### src/rtl/move_sequencer.sv
// Turn controller for the Connect-4 datapath: owns the 6x7 board and turn state, drives the
// external move validator and writes pieces. board is flattened as board[(row*7+col)*2 +: 2].
module move_sequencer #(
    parameter int unsigned TIMEOUT_CYCLES = 500_000_000,
    parameter logic [1:0]  FIRST_PLAYER   = 2'b01
) (
    input  logic        clk,
    input  logic        rst_n,
    input  logic        start,
    input  logic        move_req,
    input  logic [2:0]  move_col,
    input  logic        game_over,
    output logic [2:0]  val_col,
    input  logic        val_valid,
    input  logic [2:0]  val_row,
    output logic [83:0] board,
    output logic [1:0]  cur_player,
    output logic        busy,
    output logic        move_done,
    output logic        move_invalid,
    output logic        turn_timeout,
    output logic [2:0]  last_row,
    output logic [2:0]  last_col,
    output logic [5:0]  move_count,
    output logic        board_full
);

    localparam int unsigned TIMER_W = (TIMEOUT_CYCLES > 1) ? $clog2(TIMEOUT_CYCLES) : 1;
    localparam logic [TIMER_W-1:0] TIMER_LAST = TIMER_W'(TIMEOUT_CYCLES - 1);
    localparam logic [5:0] CELLS = 6'd42;

    localparam logic [2:0] StIdle   = 3'd0;
    localparam logic [2:0] StWait   = 3'd1;
    localparam logic [2:0] StCheck  = 3'd2;
    localparam logic [2:0] StWrite  = 3'd3;
    localparam logic [2:0] StSettle = 3'd4;
    localparam logic [2:0] StOver   = 3'd5;

    logic [2:0]                state_q, state_d;
    logic [5:0][6:0][1:0]      board_q, board_d;
    logic [1:0]                cur_q, cur_d;
    logic [1:0]                other_player;
    logic [5:0]                count_q, count_d;
    logic [2:0]                last_row_q, last_row_d;
    logic [2:0]                last_col_q, last_col_d;
    logic [2:0]                val_col_q, val_col_d;
    logic [2:0]                row_q, row_d;
    logic [TIMER_W-1:0]        timer_q, timer_d;
    logic                      done_q, done_d;
    logic                      invalid_q, invalid_d;
    logic                      timeout_q, timeout_d;

    assign other_player = (cur_q == 2'b01) ? 2'b10 : 2'b01;

    always_comb begin
        state_d    = state_q;
        board_d    = board_q;
        cur_d      = cur_q;
        count_d    = count_q;
        last_row_d = last_row_q;
        last_col_d = last_col_q;
        val_col_d  = val_col_q;
        row_d      = row_q;
        timer_d    = '0;
        done_d     = 1'b0;
        invalid_d  = 1'b0;
        timeout_d  = 1'b0;

        if (start) begin
            // New game wins over everything; any in-flight move is discarded.
            state_d    = StWait;
            board_d    = '0;
            cur_d      = FIRST_PLAYER;
            count_d    = '0;
            last_row_d = 3'd7;
            last_col_d = 3'd7;
        end else begin
            case (state_q)
                StIdle: ;
                StWait: begin
                    if (game_over) begin
                        state_d = StOver;
                    end else if (move_req) begin
                        val_col_d = move_col;
                        state_d   = StCheck;
                    end else if (timer_q == TIMER_LAST) begin
                        timeout_d = 1'b1;
                        cur_d     = other_player;
                    end else begin
                        timer_d = timer_q + TIMER_W'(1);
                    end
                end
                StCheck: begin
                    // Column guard keeps a misbehaving validator from indexing off the board.
                    if (val_valid && (val_row <= 3'd5) && (val_col_q <= 3'd6)) begin
                        row_d   = val_row;
                        state_d = StWrite;
                    end else begin
                        invalid_d = 1'b1;
                        state_d   = StWait;
                    end
                end
                StWrite: begin
                    board_d[row_q][val_col_q] = cur_q;
                    last_row_d = row_q;
                    last_col_d = val_col_q;
                    count_d    = (count_q < CELLS) ? count_q + 6'd1 : count_q;
                    done_d     = 1'b1;
                    cur_d      = other_player;
                    state_d    = StSettle;
                end
                StSettle: begin
                    state_d = (game_over || (count_q == CELLS)) ? StOver : StWait;
                end
                StOver: ;
                default: state_d = StIdle;
            endcase
        end
    end

    always_ff @(posedge clk or negedge rst_n) begin
        if (!rst_n) begin
            state_q    <= StIdle;
            board_q    <= '0;
            cur_q      <= FIRST_PLAYER;
            count_q    <= '0;
            last_row_q <= 3'd7;
            last_col_q <= 3'd7;
            val_col_q  <= '0;
            row_q      <= '0;
            timer_q    <= '0;
            done_q     <= 1'b0;
            invalid_q  <= 1'b0;
            timeout_q  <= 1'b0;
        end else begin
            state_q    <= state_d;
            board_q    <= board_d;
            cur_q      <= cur_d;
            count_q    <= count_d;
            last_row_q <= last_row_d;
            last_col_q <= last_col_d;
            val_col_q  <= val_col_d;
            row_q      <= row_d;
            timer_q    <= timer_d;
            done_q     <= done_d;
            invalid_q  <= invalid_d;
            timeout_q  <= timeout_d;
        end
    end

    assign val_col      = val_col_q;
    assign board        = board_q;
    assign cur_player   = cur_q;
    assign busy         = (state_q == StCheck) || (state_q == StWrite);
    assign move_done    = done_q;
    assign move_invalid = invalid_q;
    assign turn_timeout = timeout_q;
    assign last_row     = last_row_q;
    assign last_col     = last_col_q;
    assign move_count   = count_q;
    assign board_full   = (count_q == CELLS);

endmodule
### config.mk
export PLATFORM = sky130hd
export DESIGN_NAME = move_sequencer
export DESIGN_NICKNAME = d
export VERILOG_FILES = /design/src/rtl/move_sequencer.sv
export SDC_FILE = /design/constraint.sdc
export NUM_CORES = 1
export LEC_CHECK = 0
export CAP_MARGIN = 40
export CORE_MARGIN = 5
export CORE_UTILIZATION = 40
export CTS_CLUSTER_DIAMETER = 60
export DETAILED_ROUTE_END_ITERATION = 8
export GPL_TIMING_DRIVEN = 0
export PLACE_DENSITY = 0.66
export SLEW_MARGIN = 40
export SYNTH_ARGS = -nofsm -noshare
export SYNTH_HDL_FRONTEND = slang
export SYNTH_SLANG_ARGS = --single-unit
### constraint.sdc
create_clock -name clk -period 1.94 [get_ports clk]
set_input_delay 0.388 -clock clk [delete_from_list [all_inputs] [get_ports clk]]
set_output_delay 0.388 -clock clk [all_outputs]
set_load 0.02 [all_outputs]
==> impl_metrics.tcl, run 1 <==
set metrics [dict create \
    synth_top_area_cell "dfrtp_1" \
    power_per_cell_area_nw_per_um2 797 \
    period_needed_ns 1.99 \
    area_delta_synth_final_pct 37.8 \
    grt_pass1_wl_um 29900 \
    synth_top_area_share_pct 51.8 \
    insertion_delay_ns 0.43 \
    slew_viol_final 0 \
    cts_tree "yes" \
    crit_type "register to register" \
    syn_inst 692 \
    routedWlPerCell_um 17.6 \
    p_leak_uw 0.00363 \
    overflow 0 \
    synth_edf_count 0 \
    ys_top_cells_by_area "dfrtp_1 52%, nand2_1 7.0%, a21oi_1 5.7%, nor2_1 5.1%, nand3_1 4.5%" \
    ys_seq_area_share_pct 54.6 \
    ys_warn_count 0 \
    drv_cap 0 \
    grt_pass1_vias 5641 \
    via_per_inst 5.24 \
    die_h_um 136 \
    cts_buffers 17 \
    slowest_stage "dfrtp_2" \
    dp.final_hpwl_um 12900 \
    synthArstFlopShare_pct 100 \
    clk_pin_slew_ns 0.06 \
    netlist_area_um2 6380 \
    antenna_left 0 \
    clock_sinks 139 \
    synthTopCellsByCount "132 x dfrtp_1, 119 x nand2_1, 87 x nor2_1, 73 x a21oi_1, 58 x nand3_1" \
    htree_num_levels 4 \
    cts-root-buf "clkbuf_16" \
    rsz0062_at_grt "true" \
    vias 5610 \
    r2r-start "timer_q[21]$_DFF_PN0_" \
    fin_nets 856 \
    gp_congestion 0.836 \
    core.rowCount 46 \
    drive_above_1_share_pct 15.8 \
    die_area_um2 18600 \
    path_max_fanout 3 \
    max_slew.worst_pin.slew_ns 0.726 \
    synth.ff_latch_count 139 \
    synth_most_common_cell "dfrtp_1" \
    hold_violations 0 \
    drc 0 \
    die_x_um 136 \
    hold_class "register to register" \
    synth_ff_type "dfrtp_1" \
    finalSetupViolCount 7 \
    drtIter0Drc 363 \
    syn_area_per_cell_um2 9.22 \
    fmax_mhz 502 \
    antenna_cells 0 \
    violations "negative setup slack" \
    start_util_pct 40.5 \
    grt_usage_pct 20.9 \
    syn_nets 707 \
    wirelength_um 18900 \
    worstSetupStartpointType "register" \
    grt_max_degree 76 \
    finalClockSkew_ns 0.00615 \
    critical_path.endpoint_type "register" \
    ir_drop_mv 0.652 \
    ys_types 42 \
    cp_cell_sequence "nor4b_4, nand2_1, nor4_4, nand3_2, o21a_1, mux2_4" \
    critPathLaunch "timer_q[21]$_DFF_PN0_" \
    io_pins 118 \
    coreArea_um2 15800 \
    io_buffers 117 \
    worstPathArrival_ns 2.30 \
    holdWs_ns 0.494 \
    worst_slack_ns -0.0507 \
    timing.final.crit_share_pct 103 \
    place_ws_ns -0.376 \
    status "finished with violations" \
    worstHoldStart "timer_q[0]$_DFF_PN0_" \
    drtPass1Iterations 5 \
    max_slew_margin_pct 51.6 \
    cts_buffer_depth 2 \
    antenna_found_initial 1 \
    cp.required_ns 2.25 \
    critPathMaxStageDelay_ns 0.44 \
]
==> critical path, delay by kind of cell, from the launching register on <==
| kind | cells | cell delay, ns |
|---|---|---|
| simple gates | 4 | 0.90 |
| mux | 1 | 0.30 |
| flops | 1 | 0.44 |
| compound gates | 1 | 0.23 |
==> timing repair <==
item	4_1_cts	5_1_grt
endpoints found under the setup margin	114	101
hold buffers	1	0
buffers inserted	11	4
pin swaps	19	6
gates cloned	2	0
endpoints found under the hold margin	61	0
resized for setup	54	55
==> sequential cells by signal, summed over array words and instances, names as in the netlist <==
register,flops
timer_q,29
board,84
move_done,1
last_row,3
move_invalid,1
state_q,3
val_col,3
row_q,3
last_col,3
move_count,6
turn_timeout,1
cur_player,2
==> cell type report <==
class	instances	area, um2
Buffer	42	216
Multi-Input combinational cell	500	2850
Clock inverter	11	145
Tap cell	216	270
Clock buffer	21	450
Inverter	6	22.5
Sequential cell	139	3490
Timing Repair Buffer	135	1350
Fill cell	1466	6980
==> layer usage <==
| layer | track usage [%] | vias up | part of all wire, % |
|---|---|---|---|
| li1 | - | 2647 | - |
| met1 | 28.2 | 2796 | 46 |
| met2 | 32.4 | 143 | 47 |
| met3 | 7.25 | 22 | 6.3 |
| met4 | 5.26 | 2 | 1.1 |
| met5 | 0 | - | 0.069 |
==> worst paths after layout <==
| kind | end | slack, ns | cells after the start |
|---|---|---|---|
| setup / recovery | cur_player[1]$_DFFE_PN0P_ | -0.05 | 6 |
| hold / removal | timer_q[0]$_DFF_PN0_ | 0.49 | 1 |
| setup reg to reg | cur_player[1]$_DFFE_PN0P_ | -0.05 | 6 |
| hold reg to reg | timer_q[0]$_DFF_PN0_ | 0.49 | 1 |
| max in group asynchronous | last_row[1]$_DFFE_PN1P_ | 0.65 | 3 |
| min in group asynchronous | board[34]$_DFFE_PN0P_ | 0.50 | 2 |
==> placed cells by master (no fill, tap or decap), types with 19 or more instances in the layout <==
| cell type | count |
|---|---|
| a21oi_1 | 72 |
| clkbuf_1 | 24 |
| clkdlybuf4s50_1 | 101 |
| dfrtp_1 | 128 |
| mux2i_1 | 19 |
| nand2_1 | 118 |
| nand3_1 | 57 |
| nor2_1 | 64 |
| nor2_2 | 21 |
| o21ai_0 | 31 |
| xor2_1 | 21 |
==> through the flow <==
step | setup TNS [ns] | total power (uW) | cells | cell area (um2) | utilization, %
final | -0.214 | 7010 | 1070 | 8790 | 55.8
after global routing | -1.75 | 7250 | 1070 | 8790 | 55.8
after CTS | -1.42 | 7040 | 1068 | 8670 | 55.0
after detailed placement | -29.22 | 3720 | 1026 | 7860 | 49.8
after global placement | -733.17 | 3700 | 1025 | 7830 | 49.6
after floorplan | 0 | 3390 | 692 | 6380 | -
==> cells by family (layout without fill, tap and decap cells) <==
logic type | Yosys count | in the layout | share of synthesized area (%)
adders and majority gates | 3 | 3 | 0.588
muxes | 26 | 26 | 4.27
DFF | 139 | 139 | 54.6
AOI/OAI and AO/OA | 112 | 112 | 9.12
and+or+nand+nor | 331 | 331 | 24.3
buffers and inverters | 53 | 215 | 3.25
xor gates and xnor gates | 28 | 28 | 3.84
==> report_power, final <==
group          internal [uW]  leakage, uW  switching [uW]
sequential              2950      0.00190            54.1
clock                   2050     0.000283            1250
combinational            223      0.00145             486
total                   5220      0.00363            1790
No activity file was read; power rests on OpenSTA's default activity.
==> inputs of run 2 (changes only) <==
- CTS_BUF_LIST: not set -> sky130_fd_sc_hd__clkbuf_4
==> run 2 against run 1 <==
The run still ends with negative setup slack left. First-iteration DRC count is 15% lower. Core utilization decreased by 1.9 points. Critical path depth stayed put. Clock skew grew 0.0072 ns. Register-to-register slack about the same. Largest power group is now sequential cells.
==> impl_metrics.tcl, run 2 (synthesis results as in run 1) <==
set metrics [dict create \
    status "finished with violations" \
    violations "negative setup slack" \
    ir_drop_mv 0.343 \
    io_buffers 117 \
    fmax_mhz 504 \
    die_h_um 136 \
    clk_pin_slew_ns 0.12 \
    worst_slack_ns -0.0435 \
    worstPathArrival_ns 2.44 \
    path_buf_inv 0 \
    start_util_pct 40.5 \
    p_comb_share_pct 12.7 \
    die_area_um2 18600 \
    slew_viol_final 0 \
    critical_path.endpoint_type "register" \
    final_common_cell "dfrtp_1" \
    drv_cap 0 \
    cts_buffers 17 \
    clock_sinks 139 \
    dp.final_hpwl_um 12900 \
    antenna_left 0 \
    die_x_um 136 \
    grt_usage_pct 20.3 \
    p_sw_uw 1620 \
    drtIter0Drc 309 \
    seqPwrFrac_pct 52.4 \
    final_cell_mix "126 x dfrtp_1, 117 x nand2_1, 97 x dlygate4sd2_1" \
    fin_nets 860 \
    max_slew_margin_pct 52.4 \
    rsz0062_at_grt "true" \
    hold_class "input pin to asynchronous set/reset pin" \
    grt_pass1_vias 5525 \
    cp.required_ns 2.39 \
    cp_cell_sequence "nor4b_4, nand2_1, nor4_4, nand3_2, o21a_1, mux2_4" \
    io_pins 118 \
    drive_above_1_share_pct 17.1 \
    critPathTopFamily "simple AND/OR/NAND/NOR gates" \
    finalClockSkew_ns 0.0133 \
    fin_cells 1075 \
    insertion_delay_ns 0.56 \
    cts-root-buf "clkbuf_4" \
    cts_tree "yes" \
    worstSetupStartpointType "register" \
    via_per_inst 5.17 \
    p_leak_uw 0.00399 \
    internal-power_uw 4100 \
    routedWlPerCell_um 17.3 \
    path_max_fanout 3 \
    cts_buffer_depth 2 \
    overflow 0 \
    power_per_cell_area_nw_per_um2 673 \
    finalSetupViolCount 18 \
    period_needed_ns 1.98 \
    crit_type "register to register" \
    vias 5555 \
    grt_pass1_wl_um 28900 \
    slowest_stage "dfrtp_2" \
    coreArea_um2 15800 \
    gp_congestion 0.836 \
    wirelength_um 18600 \
    largest_register_ffs 84 \
    grt_max_degree 76 \
    place_ws_ns -0.376 \
    antenna_found_initial 1 \
    hold_violations 0 \
    power.share.clock_pct 34.9 \
    switching_share_pct 28.3 \
    drc 0 \
    max_slew.worst_pin.slew_ns 0.713 \
    drtPass1Iterations 5 \
    area_delta_synth_final_pct 33.1 \
    htree_num_levels 4 \
    critPathMaxStageDelay_ns 0.45 \
    timing.final.crit_share_pct 102 \
    place_inst 1026 \
    core.rowCount 46 \
]
[run 2: final cells by class]
class | instances | area, um2
clock buffer | 20 | 150
multi-input combinational | 500 | 2900
timing repair buffer | 139 | 1290
inverter | 6 | 22.5
buffer | 42 | 213
antenna | 1 | 2.50
clock inverter | 12 | 149
fill | 1519 | 7280
tap | 216 | 270
sequential | 139 | 3490
[run 2: through the flow]
step                power, uW  area (um2)  util, %  hold slack [ns]  TNS [ns]
floorplan                3390        6380        -           0.0924         0
global placement         3700        7830     49.6            0.480   -733.17
detailed placement       3720        7860     49.8            0.372    -29.22
CTS                      5720        8160     51.7            0.343    -0.432
global route             5960        8490     53.8            0.356     -2.22
finish                   5720        8490     53.9            0.352    -0.255
[run 2: power groups by stage]
stage / registers [uW] / logic (uW) / clock network (uW)
final: 2990 / 724 / 2000
after global routing: 3000 / 783 / 2180
after CTS: 2990 / 677 / 2040
after detailed placement: 3040 / 675 / 0
after global placement: 3040 / 663 / 0
after floorplan: 3070 / 321 / 0
[run 2: timing repair]
action	in CTS	in global routing
setup endpoints to repair	207	77
buffers inserted	10	8
cloned	0	2
resized for setup	135	79
endpoints found under the hold margin	61	0
hold buffers	1	0
pin swaps	11	14
[run 2: final timing paths]
check                                        start                        end  slack, ns  depth (start not counted)
min in group clk                        val_row[0]       row_q[0]$_DFFE_PN0P_       0.43                          2
hold reg to reg            last_col[1]$_DFFE_PN1P_    last_col[1]$_DFFE_PN1P_       0.50                          2
hold / removal                               rst_n      board[34]$_DFFE_PN0P_       0.35                          2
setup / recovery             timer_q[21]$_DFF_PN0_  cur_player[1]$_DFFE_PN0P_      -0.04                          6
setup reg to reg             timer_q[21]$_DFF_PN0_  cur_player[1]$_DFFE_PN0P_      -0.04                          6
max in group asynchronous                    rst_n    last_row[1]$_DFFE_PN1P_       0.81                          3
[run 2: routing by layer]
layer	share of wire (%)	track usage, %	wire, um
met5	0.070	0	13
met4	0.89	4.59	166
met3	6.4	7.36	1190
met2	47	31.2	8720
met1	46	27.5	8470
[run 2: worst register-to-register path: stages (launching register included)]
cell and delay, ns:
dfrtp_2 0.45, nor4b_4 0.28, nand2_1 0.12, nor4_4 0.37
nand3_2 0.15, o21a_1 0.23, mux2_4 0.30
==> inputs of run 3 (changes only) <==
- ABC_CLOCK_PERIOD_IN_PS: not set -> 1940
- CTS_CLUSTER_DIAMETER: 60 -> 50
- REMOVE_ABC_BUFFERS: not set -> 1
==> run 3 against run 2 <==
Clock skew up 0.0051 ns. Register-to-register slack improved by 0.07 ns. Sequential power increased by 2%. Maximum frequency down 0.89%. Combinational power up 4.0%. Flip-flop and latch count did not move. The run still ends with negative setup slack left. Via count grew 2.5%. Die area unchanged. Critical path type is now register to output port. Sequential share of layout area is 0.23 points higher. Highest routed layer is now met4. Count of clock-buffer cells in the layout is 1 lower. Worst hold slack got worse by 0.19 ns. Cell count shrank 1.8%.
==> impl_metrics.tcl, run 3 (synthesis results as in run 1) <==
set metrics [dict create \
    hold_violations 0 \
    io_buffers 117 \
    antenna_found_initial 2 \
    slowest_stage "dfrtp_1" \
    worstSetupStartpointType "register" \
    max_slew_margin_pct 55.2 \
    coreArea_um2 15800 \
    cts_tree "yes" \
    cp_cell_sequence "inv_1, ha_2, nand4b_1, nor2_2, buf_6" \
    die_h_um 136 \
    fmax_mhz 500 \
    cts_buffers 17 \
    min_path_cells 2 \
    r2r_cells 6 \
    overflow 0 \
    ir_drop_mv 0.410 \
    drive_above_1_share_pct 16.6 \
    drc 0 \
    antenna_left 0 \
    fin_cells 1056 \
    htree_num_levels 4 \
    clock_sinks 139 \
    cp.required_ns 1.55 \
    hold_class "input pin to register" \
    grt_max_degree 78 \
    area_delta_synth_final_pct 33.0 \
    final_cell_mix "121 x dfrtp_1, 118 x nand2_1, 98 x dlygate4sd2_1" \
    path_buf_inv 2 \
    period_needed_ns 2.00 \
    insertion_delay_ns 0.54 \
    grt_pass1_wl_um 29700 \
    drtPass1Iterations 5 \
    largest_register_ffs 84 \
    drv_cap 0 \
    slew_viol_final 0 \
    cts_buffer_depth 2 \
    worst-path-stages 5 \
    gp_congestion 0.857 \
    grt_pass1_vias 5693 \
    met1_length_um 8090 \
    grt_usage_pct 20.4 \
    place_ws_ns -0.634 \
    finalClockSkew_ns 0.0185 \
    core.rowCount 46 \
    status "finished with violations" \
    via_per_inst 5.39 \
    place_inst 980 \
    die_x_um 136 \
    crit_type "register to output port" \
    die_area_um2 18600 \
    worst_slack_ns -0.0614 \
    start_util_pct 40.5 \
    clk_pin_slew_ns 0.13 \
    dr_wl_met3_um 1190 \
    worstPathArrival_ns 1.61 \
    io_pins 118 \
    dp.final_hpwl_um 11100 \
    p_leak_uw 0.00403 \
    max_slew.worst_pin.slew_ns 0.670 \
    critPathTopFamily "flip-flops" \
    top_layer "met4" \
    finalSetupViolCount 1 \
    routedWlPerCell_um 18.0 \
    fin_nets 842 \
    dr_wl_met2_um 9360 \
    cts-root-buf "clkbuf_4" \
    final_common_cell "dfrtp_1" \
    critical_path.endpoint_type "output port" \
    critPathMaxStageDelay_ns 0.43 \
    wirelength_um 19000 \
    vias 5694 \
    path_max_fanout 4 \
    timing.final.crit_share_pct 103 \
    violations "negative setup slack" \
    drtIter0Drc 453 \
    rsz0062_at_grt "true" \
    power_per_cell_area_nw_per_um2 681 \
]
run 3: worst reg2reg max path, cell delays in order (launching register included):
cell	delay [ns]
dfrtp_1	0.42
nor4b_2	0.26
nand2_1	0.12
nor4_4	0.35
nand3_2	0.13
o21a_1	0.23
mux2_4	0.30
run 3: power breakdown:
part | internal (uW) | total, uW | leakage [uW] | switching (uW)
Clock | 909 | 1980 | 0.000156 | 1070
Sequential | 2960 | 3050 | 0.00189 | 90.1
Combinational | 253 | 753 | 0.00199 | 500
run 3: metrics by stage:
| step | area [um2] | TNS [ns] | hold WS, ns | total power [uW] | util, % |
|---|---|---|---|---|---|
| finish | 8490 | -0.0614 | 0.159 | 5780 | 53.8 |
| global route | 8490 | -0.867 | 0.135 | 6010 | 53.8 |
| CTS | 8270 | -0.131 | 0.121 | 5780 | 52.5 |
| global placement | 7640 | -968.53 | 0.468 | 3640 | 48.4 |
| floorplan | 6200 | -4.78 | 0.0924 | 3330 | - |
| detailed placement | 7730 | -47.05 | 0.375 | 3690 | 49.0 |
run 3: final timing paths:
| kind | from | end | slack (ns) |
|---|---|---|---|
| max | move_count[0]$_DFFE_PN0P_ | board_full | -0.06 |
| min | start | board[40]$_DFFE_PN0P_ | 0.16 |
| max reg2reg | timer_q[11]$_DFF_PN0_ | cur_player[1]$_DFFE_PN0P_ | 0.03 |
| min reg2reg | last_row[1]$_DFFE_PN1P_ | last_row[1]$_DFFE_PN1P_ | 0.50 |
| max in group asynchronous | rst_n | cur_player[0]$_DFFE_PN1P_ | 0.77 |
| min in group asynchronous | rst_n | state_q[0]$_DFFE_PN0P_ | 0.38 |
run 3: routing by layer:
layer | track usage [%] | vias up
li1 | - | 2620
met1 | 25.7 | 2858
met2 | 34.3 | 187
met3 | 5.66 | 29
met4 | 6.27 | 0
met5 | 0 | -
run 3: layout make-up:
| class | count | area, um2 |
|---|---|---|
| antenna | 1 | 2.50 |
| clock buffer | 19 | 143 |
| clock inverter | 12 | 150 |
| fill | 1434 | 7280 |
| inverter | 6 | 22.5 |
| multi-input combinational | 501 | 2870 |
| sequential | 139 | 3510 |
| tap | 216 | 270 |
| timing repair buffer | 162 | 1520 |
run 3: what timing repair did:
action / in CTS / in global routing
setup buffers: 30 / 13
setup endpoints to repair: 212 / 66
endpoints found under the hold margin: 57 / 0
hold buffers: 1 / 0
gates cloned: 1 / 0
gates resized for setup: 139 / 32
pin swaps: 7 / 8
==> variant 1, RTL diff (config.mk and constraints of run 3) <==
Register the output `move_count` once more, without a reset; this adds one clock of latency there. The other outputs are not delayed to match.
--- a/src/rtl/move_sequencer.sv
+++ b/src/rtl/move_sequencer.sv
@@ -157,7 +157,9 @@
     assign turn_timeout = timeout_q;
     assign last_row     = last_row_q;
     assign last_col     = last_col_q;
-    assign move_count   = count_q;
+    always_ff @(posedge clk) begin
+        move_count <= count_q;
+    end
     assign board_full   = (count_q == CELLS);
 
 endmodule
Function: changed (Yosys sat finds a counterexample within 10 cycles, from zero or initial values and one cycle with rst_n low).
==> variant 1 against run 3 <==
The flow still finishes with violations (setup timing); die area up 4.6%; cell area up 1.0%; setup slack worse by 0.026 ns; sequential cell count up 6; critical path depth unchanged; hold slack better by 0.047 ns; routed wire length down 6.7%; area after synthesis up 4.9%; power down 0.76%; utilization down 1.9 points; sequential share of layout area up 0.89 points; cell count about the same; sequential power up 3%.
==> variant 1: results <==
set metrics [dict create \
    clk_latency_ns 0.56 \
    drt-initial-drc-count 305 \
    synth_xor_area_share_pct 3.66 \
    critPathTopFamily "flip-flops" \
    post_drt_wl_per_cell_um 16.8 \
    synth_area_leaders "dfrtp_1 (49%), nand2_1 (6.6%), a21oi_1 (5.5%)" \
    whs_endpoint "board[64]" \
    r2r_start "timer_q[21]" \
    diodes 0 \
    ir_drop_uv 328 \
    place_congestion 0.840 \
    cp.arrival_ns 1.64 \
    tightest_slew_ns 0.556 \
    fin_ws_ns -0.0877 \
    synthTopCellsByCount "dfrtp_1 (132), nand2_1 (117), nor2_1 (80)" \
    antenna_found_initial 0 \
    p_leak_nw 4.05 \
    finalSetupViolations 1 \
    grt_pass1_wl_um 28800 \
    synth_cell_type_count 55 \
    r2r-end "timer_q[28]" \
    cp-startpoint "count_q[0]" \
    synth.area.mux_share_pct 4.00 \
    yosys.area_share.adder_pct 0.561 \
    nNetsFinal 839 \
    synthArstFlopShare_pct 95.9 \
    fin_tns_setup_ns -0.0877 \
    ff2ff_setup_slack_ns 0.09 \
    synth_compound_area_share_pct 9.51 \
    grtUsageTotal_pct 18.3 \
    violations "setup timing" \
    drive_gt1_share_pct 15.1 \
    grt_pass1_vias 5542 \
    vias_per_cell 5.35 \
    status "complete, but fails checks" \
]
[variant 1: per-layer routing]
metal	GRT usage (%)	up-vias	share of wire, %
met5	0	-	0
met4	5.87	0	1.9
met3	5.18	27	6.9
met2	30.3	198	49
met1	23.4	2794	42
li1	-	2639	-
[variant 1: per-stage QoR]
step	cells	hold slack, ns	instance area, µm²	utilization [%]
2_1_floorplan	652	0.0924	6470	-
3_3_place_gp	989	0.408	7920	47.9
3_5_place_dp	996	0.363	8070	48.9
4_1_cts	1052	0.159	8470	51.3
5_1_grt	1057	0.157	8580	51.9
6_report	1057	0.206	8580	51.9
[variant 1: logic make-up (layout without fill, tap and decap cells)]
family	count (synthesis)	after routing
flip-flops	145	145
adder cells (fa/ha/maj)	3	3
multiplexers	26	26
AO/OA/AOI/OAI	114	115
AND/OR/NAND/NOR	330	330
buffers and inverters	53	190
XOR/XNOR	28	28
[variant 1: final cells by class]
class,count,area share (%)
flip-flops and latches,145,42.3
multi-input cells,502,34.4
well taps,220,3.21
clock inverters,14,1.37
clock buffers,18,1.58
inverters,6,0.263
repair buffers,152,16.9
[variant 1: power by group]
group / leakage, nW / internal [mW] / switching (mW) / total, mW
clock: 0.128 / 0.639 / 1.12 / 1.76
combinational: 1.98 / 0.279 / 0.566 / 0.846
sequential: 1.94 / 3.08 / 0.0527 / 3.13
total: 4.05 / 4.00 / 1.74 / 5.73
[variant 1: timing repair]
item | 4_1_cts | 5_1_grt
buffers inserted | 22 | 5
gates cloned | 1 | 0
pin swaps | 4 | 3
endpoints found under the hold margin | 56 | 0
gates resized for setup | 125 | 19
hold buffers | 1 | 0
endpoints found under the setup margin | 166 | 78
==> variant 2, RTL diff (flow settings as in run 3) <==
Without the edit above. Change the parameter `FIRST_PLAYER` from 2'b01 to 2'b00.
--- a/src/rtl/move_sequencer.sv
+++ b/src/rtl/move_sequencer.sv
@@ -2,7 +2,7 @@
 // external move validator and writes pieces. board is flattened as board[(row*7+col)*2 +: 2].
 module move_sequencer #(
     parameter int unsigned TIMEOUT_CYCLES = 500_000_000,
-    parameter logic [1:0]  FIRST_PLAYER   = 2'b01
+    parameter logic [1:0]  FIRST_PLAYER   = 2'b00
 ) (
     input  logic        clk,
     input  logic        rst_n,
Function: changed (a bounded check fails within 4 cycles, from zero or initial values and one cycle with rst_n low).
==> variant 2 against run 3 <==
The flow still finishes with violations (setup timing); register-to-register slack gained 0.03 ns; clock power up 8%; combinational power is 9.6% lower; power up 1.1%; sequential cell count stayed put; area after synthesis up 6.6%; routed wire length fell by 0.50%; setup slack got worse by 0.018 ns; cell area grew 4.5%; critical path type unchanged; largest cell class unchanged.
==> variant 2: results <==
set metrics [dict create \
    finalSetupViolations 1 \
    dp_cells 943 \
    synthTopCellsByCount "dfrtp_1 (133), nor2_1 (97), mux2i_1 (85)" \
    place_area_mm2 0.00819 \
    violations "setup timing" \
    r2r-end "turn_timeout" \
    nNetsFinal 790 \
    whs_endpoint "move_count[0]" \
    wl_um 18900 \
    p_leak_nw 4.53 \
    grt_pass1_wl_um 30700 \
    antenna_found_initial 1 \
    dr_total_vias 5562 \
    tightest_slew_ns 0.529 \
    place_congestion 0.784 \
    ff2ff_setup_slack_ns 0.06 \
    worstHoldPathCells 2 \
    grt_pass1_vias 5678 \
    fin_ws_ns -0.0794 \
    dp_hpwl_um 12000 \
    grt_max_degree 81 \
    whs_ns 0.132 \
    r2r_start "timer_q[20]" \
    synth_cell_type_count 59 \
    drive_gt1_share_pct 18.3 \
    root_buffer "clkbuf_4" \
    crit_fanout 5 \
    avgSynthCellArea_um2 10.5 \
    synth_area_leaders "dfrtp_1 (49%), mux2i_1 (13%), nor2_1 (5.4%)" \
    ys_warn_count 0 \
    fillCellCount 1500 \
    ys_seq_area_share_pct 51.2 \
    netSwitchingPower_mw 1.63 \
    skew_ns 0.0163 \
    place_ws_ns -0.376 \
    grtUsageTotal_pct 19.4 \
    cp.arrival_ns 1.63 \
    fin_tns_setup_ns -0.0794 \
    ir_drop_uv 529 \
    status "complete, but fails checks" \
    post_drt_wl_per_cell_um 18.7 \
]
[variant 2: changes by cell type after synthesis, sizes merged, moves of 10 or more]
cell | run 3 | this run
nand2 | 119 | 30
mux2i | 19 | 85
a21oi | 73 | 11
nand3 | 59 | 40
nand4 | 5 | 22
o21ai | 31 | 14
xor2 | 21 | 5
a211oi | 2 | 15
or4 | 1 | 12
nor2 | 87 | 97
o31ai | 0 | 10
[variant 2: kinds of logic (layout without fill, tap and decap cells)]
family | count (synthesis) | after routing | synth area share [%]
buffers and inverters | 55 | 195 | 3.64
adders and majority gates | 3 | 3 | 0.552
xor gates and xnor gates | 10 | 10 | 1.29
muxes | 91 | 91 | 13.5
AOI/OAI and AO/OA | 62 | 62 | 6.58
and+or+nand+nor | 288 | 288 | 23.2
DFF | 139 | 139 | 51.2
other | 0 | 1 | 0
[variant 2: worst max-delay path, cell delays in order (launching register included)]
cell,delay [ns]
dfrtp_2,0.46
inv_2,0.08
ha_4,0.11
nand4_1,0.14
nor2_4,0.18
buf_6,0.14
[variant 2: power by group through the flow]
| stage | clock, mW | combinational (mW) | sequential [mW] |
|---|---|---|---|
| final | 2.14 | 0.681 | 3.02 |
| after global routing | 2.31 | 0.733 | 3.02 |
| after CTS | 2.18 | 0.666 | 3.02 |
| after detailed placement | 0 | 0.489 | 3.17 |
| after global placement | 0 | 0.454 | 3.15 |
| after floorplan | 0 | 0.185 | 3.13 |
[variant 2: area by class of cell]
cell class,instances,share of cell area (%)
Antenna cell,1,0.0282
Clock buffer,17,1.44
Multi-Input combinational cell,454,36.5
Sequential cell,139,39.6
Clock inverter,15,2.23
Inverter,7,0.296
Timing Repair Buffer,156,16.8
Tap cell,220,3.10
[variant 2: through the flow]
stage | util [%] | power, mW
CTS | 52.1 | 5.87
detailed placement | 49.2 | 3.65
global placement | 48.2 | 3.60
finish | 53.3 | 5.84
floorplan | - | 3.31
global route | 53.3 | 6.07
[variant 2: how the worst max path moves through the flow]
stage                  start           to  depth (start not counted)
2_1_floorplan     val_col[1]     board[0]                          4
3_3_place_gp           rst_n     board[0]                          1
3_5_place_dp           start  timer_q[10]                          6
4_1_cts        move_count[0]   board_full                          5
5_1_grt        move_count[0]   board_full                          5
6_report       move_count[0]   board_full                          5
[variant 2: layer usage]
layer  track usage (%)  part of all wire (%)
met3              4.40                   5.4
met2              31.3                    49
met5                 0                     0
met1              26.2                    44
met4              5.71                   1.4
[variant 2: repair_timing]
| action | 4_1_cts | 5_1_grt |
|---|---|---|
| pin swaps | 3 | 5 |
| setup endpoints to repair | 166 | 68 |
| gates resized for setup | 121 | 37 |
| setup buffers | 22 | 10 |
| endpoints found under the hold margin | 42 | 0 |
| hold buffers | 1 | 0 |
